===== config.mk =====
export PLATFORM = sky130hd
export DESIGN_NAME = rf_wr_arbiter
export DESIGN_NICKNAME = d
export VERILOG_FILES = /design/src/rtl/rf_wr_arbiter.sv
export SDC_FILE = /design/constraint.sdc
export NUM_CORES = 1
export LEC_CHECK = 0
export ABC_AREA = 1
export ABC_CLOCK_PERIOD_IN_PS = 3060
export CORE_UTILIZATION = 45
export CTS_BUF_LIST = sky130_fd_sc_hd__clkbuf_16
export CTS_CLUSTER_SIZE = 25
export DETAILED_ROUTE_END_ITERATION = 8
export PLACE_DENSITY = 0.8
export SLEW_MARGIN = 5
export SYNTH_ARGS = -nofsm -noshare
export SYNTH_HDL_FRONTEND = slang
export SYNTH_SLANG_ARGS = --single-unit

===== constraint.sdc =====
create_clock -name clk -period 3.06 [get_ports clk]
set_clock_uncertainty 0.15 [all_clocks]
set_input_delay 0.306 -clock clk [delete_from_list [all_inputs] [get_ports clk]]
set_output_delay 0.306 -clock clk [all_outputs]
set_load 0.05 [all_outputs]

===== src/rtl/rf_wr_arbiter.sv =====
// Register-file write-port arbiter: WB stage has priority, a one-entry buffer holds an LLU result.
// Define RF_ARB_STARVE_EN to add the starvation counter and the one-cycle STEAL pipeline freeze.
module rf_wr_arbiter #(
    parameter int STARVE_LIMIT = 4
) (
    input  logic        clk,
    input  logic        rst_,
    input  logic        wb_reg_write,
    input  logic [4:0]  wb_rd_addr,
    input  logic [31:0] wb_wdata,
    input  logic        llu_valid,
    input  logic [4:0]  llu_rd_addr,
    input  logic [31:0] llu_wdata,
    output logic        llu_ready,
    output logic        pipe_stall,
    output logic        rf_we,
    output logic [4:0]  rf_waddr,
    output logic [31:0] rf_wdata,
    output logic [1:0]  dbg_state
);

    // Handshake: an LLU result transfers on a rising edge where llu_valid && llu_ready;
    // the LLU keeps llu_rd_addr/llu_wdata stable until that edge.
    localparam logic [1:0] IDLE  = 2'd0;
    localparam logic [1:0] PEND  = 2'd1;
`ifdef RF_ARB_STARVE_EN
    localparam logic [1:0] STEAL = 2'd2;
    localparam logic [3:0] CNT_LAST = 4'(STARVE_LIMIT - 1);
`endif

    logic [1:0]  state, state_n;
    logic [4:0]  hold_rd;
    logic [31:0] hold_data;
    logic        hold_valid;
    logic        wb_act;
    logic        accept;
    logic        grant_wb, grant_hold;
`ifdef RF_ARB_STARVE_EN
    logic [3:0]  cnt, cnt_n;
`endif

    // The buffer is occupied exactly when the FSM is outside IDLE.
    assign hold_valid = (state != IDLE);
    assign llu_ready  = !hold_valid && !rst_;
    assign wb_act     = wb_reg_write && (wb_rd_addr != 5'd0);
    assign accept     = llu_valid && llu_ready;
    assign dbg_state  = state;

    always_comb begin
        state_n    = state;
        grant_wb   = 1'b0;
        grant_hold = 1'b0;
`ifdef RF_ARB_STARVE_EN
        cnt_n      = cnt;
`endif
        case (state)
            IDLE: begin
                grant_wb = wb_act;
                if (accept && (llu_rd_addr != 5'd0)) begin
                    state_n = PEND;
`ifdef RF_ARB_STARVE_EN
                    cnt_n   = 4'd0;
`endif
                end
            end
            PEND: begin
                if (wb_act) begin
                    grant_wb = 1'b1;
                    // A younger WB write to the same register supersedes the held result.
                    if (wb_rd_addr == hold_rd) begin
                        state_n = IDLE;
                    end else begin
`ifdef RF_ARB_STARVE_EN
                        cnt_n = cnt + 4'd1;
                        if (cnt == CNT_LAST) state_n = STEAL;
`endif
                    end
                end else begin
                    grant_hold = 1'b1;
                    state_n    = IDLE;
                end
            end
`ifdef RF_ARB_STARVE_EN
            STEAL: begin
                grant_hold = 1'b1;
                state_n    = IDLE;
            end
`endif
            default: state_n = IDLE;
        endcase
    end

    always_ff @(posedge clk or posedge rst_) begin
        if (rst_) begin
            state     <= IDLE;
            hold_rd   <= 5'd0;
            hold_data <= 32'd0;
            rf_we     <= 1'b0;
            rf_waddr  <= 5'd0;
            rf_wdata  <= 32'd0;
        end else begin
            state <= state_n;
            if (accept) begin
                hold_rd   <= llu_rd_addr;
                hold_data <= llu_wdata;
            end
            rf_we <= grant_wb || grant_hold;
            if (grant_wb) begin
                rf_waddr <= wb_rd_addr;
                rf_wdata <= wb_wdata;
            end else if (grant_hold) begin
                rf_waddr <= hold_rd;
                rf_wdata <= hold_data;
            end
        end
    end

`ifdef RF_ARB_STARVE_EN
    always_ff @(posedge clk or posedge rst_) begin
        if (rst_) begin
            cnt        <= 4'd0;
            pipe_stall <= 1'b0;
        end else begin
            cnt        <= cnt_n;
            pipe_stall <= (state_n == STEAL);
        end
    end
`else
    assign pipe_stall = 1'b0;
`endif

endmodule


==> flow_metrics.py <==
metrics = {
    "synth": {
        "synth_area_leaders": "dfrtp_1 55%, nand2_1 17%, nand3_1 15%",
        "seq_area_frac_synth_pct": 55.2,
        "synth_seq_cells": 76,
        "yosys.area.top_type": "dfrtp_1",
        "syn_inst": 404,
        "synthDominantCellAreaShare_pct": 55.2,
        "synth_edf_count": 0,
        "ys.flop_type": "dfrtp_1",
        "syn_avg_cell_area_um2": 8.53,
        "syn_area_um2": 3450,
        "async_reset_ff_share_pct": 100,
        "yosysWarnings": 0,
        "synth.most_common_cell": "nand2_1",
        "synth_cell_types": 17,
        "synth_common_cells": "154 x nand2_1, 101 x nand3_1, 76 x dfrtp_1",
    },
    "floorplanning": {
        "core_area_um2": 7330,
        "die_h_um": 89.5,
        "num_rows": 31,
        "dieArea_um2": 8010,
        "die_w_um": 89.5,
        "ios": 120,
        "start_util_pct": 47.0,
    },
    "power_and_ir_drop": {
        "power.total_mw": 3.37,
        "irDropWorstVdd_v": 0.000344,
        "leakagePower_nw": 2.36,
        "powerDensity_nw_per_um2": 678,
    },
    "drt": {
        "ant_nets": 0,
        "drt_iter0_drc": 178,
        "vias": 3197,
        "first_pass_iters": 4,
        "drc_errors": 0,
        "vias_per_cell": 5.21,
        "drt_wl_total_mm": 9.00,
        "wire_per_inst_um": 14.7,
    },
    "timing": {
        "setup_slack_ns": 0.732,
        "rsz0062_at_grt": "no",
        "period_share_pct": 76.1,
        "holdWs_ns": 0.230,
        "drv_slew": 0,
        "fmax_ghz": 0.430,
        "slew_headroom_pct": 54.3,
        "post-route-min-period_ns": 2.33,
        "worst_pin_slew_ns": 0.685,
        "setup_viol": 0,
        "hold_violations": 0,
        "tns_ns": 0,
    },
    "global_routing": {
        "grt_overflow": 0,
        "grt_pass1_wl_mm": 14.1,
        "antenna_found_initial": 0,
        "grt_pass1_vias": 3016,
        "grt_max_degree": 44,
        "grtUsageTotal_pct": 23.8,
    },
    "setup_path": {
        "worst-r2r-cell-count": 7,
        "worstPathCellList": "buf_4 -> clkdlybuf4s50_1",
        "worstPathRequired_ns": 2.60,
        "path_buf_inv": 2,
        "arrival_ns": 1.87,
        "cp_slowest_cell": "clkdlybuf4s50_1",
        "r2r_start": "dbg_state[0]",
        "crit_fanout": 27,
        "r2r-end": "hold_data[9]",
        "endpoint_kind": "primary output",
        "path_class": "reg -> out",
        "critPathLaunchType": "flip-flop",
        "slowest_delay_ns": 0.87,
        "crit_family": "buffers and inverters",
        "r2r_slack_ns": 1.16,
    },
    "clocking": {
        "cts_sinks": 76,
        "cts_tree": "built",
        "htree_levels": 3,
        "ctsHoldBuffers": 0,
        "post_cts_buffers": 0,
        "root_buffer": "clkbuf_16",
        "cts.repair.resized": 0,
        "cts_buffers": 9,
        "clkTransAtPathRegs_ns": 0.06,
        "clkLatencyLatePin_ns": 0.32,
        "clock_path_buffers": 2,
    },
    "finish": {
        "synthToLayoutAreaGrowth_pct": 44.0,
        "layout.nets": 589,
        "diodes": 0,
        "nFillCells": 582,
        "drive_gt1_share_pct": 7.57,
        "stdcell_area_um2": 4960,
        "multi_input_area_um2": 1300,
        "instances_no_fill": 614,
        "register_area_um2": 1900,
        "fin_util_pct": 67.7,
    },
    "placement": {
        "dp.cells": 599,
        "portBuffers": 117,
        "dpl_cell_area_um2": 4630,
        "dp_slack_ns": 0.705,
        "place_congestion": 0.828,
        "post-dp-hpwl_mm": 5.76,
    },
    "run_status": {
        "outcome": "finished clean",
    },
    "job": {
        "drv_cap": 0,
    },
    "hold_path": {
        "hold_path.class": "in -> async",
    },
}
-- logic make-up after synthesis --
logic type             synth area share, %
AND/OR/NAND/NOR                       36.6
XOR/XNOR                             0.254
buffers and inverters                 7.15
AO/OA/AOI/OAI                        0.726
other                                0.109
flip-flops                            55.2
-- flip-flops by register name (all words and copies together), names as in the netlist --
name / count
hold_data: 32
rf_wdata: 32
hold_rd: 5
rf_waddr: 5
dbg_state: 1
rf_we: 1
-- layout by cell type, fill, tap and decap left out --
cell type,n
nand2_1,154
nand2_4,1
nand3_2,13
buf_12,2
o21ai_0,5
conb_1,2
nor2_1,8
inv_1,11
buf_4,6
nand3_1,101
clkbuf_16,9
nor2_2,1
xnor2_1,1
clkinv_2,2
inv_2,2
dfrtp_1,76
clkdlybuf4s50_1,117
bufinv_16,3
clkinv_1,1
-- layer usage --
layer	vias up	GRT usage, %	part of all wire [%]
li1	1515	-	-
met1	1549	30.7	43
met2	125	39.3	51
met3	8	4.71	5.7
met4	0	10.1	0.99
met5	-	0	0
-- cell type report --
cell class / instances / share of cell area, %
Clock buffer: 9 / 4.54
Clock inverter: 6 / 2.09
Inverter: 13 / 0.983
Multi-Input combinational cell: 286 / 26.2
Sequential cell: 76 / 38.3
Tap cell: 99 / 2.50
Timing Repair Buffer: 125 / 25.3
-- report_power, final --
group	switching [mW]	internal, mW
Clock	0.385	0.786
Sequential	0.111	1.18
Combinational	0.566	0.339
-- worst max path at each step --
stage,from,end,slack [ns],depth (start not counted)
after CTS,dbg_state[0],llu_ready,0.73,3
final,dbg_state[0],dbg_state[0],0.73,2
after detailed placement,wb_rd_addr[4],rf_wdata[10],0.70,7
after global routing,dbg_state[0],dbg_state[0],0.69,2
after floorplan,rst_,dbg_state[0],0.67,1
after global placement,wb_rd_addr[0],rf_waddr[3],0.77,7
Power figures use the tool's default switching activity.
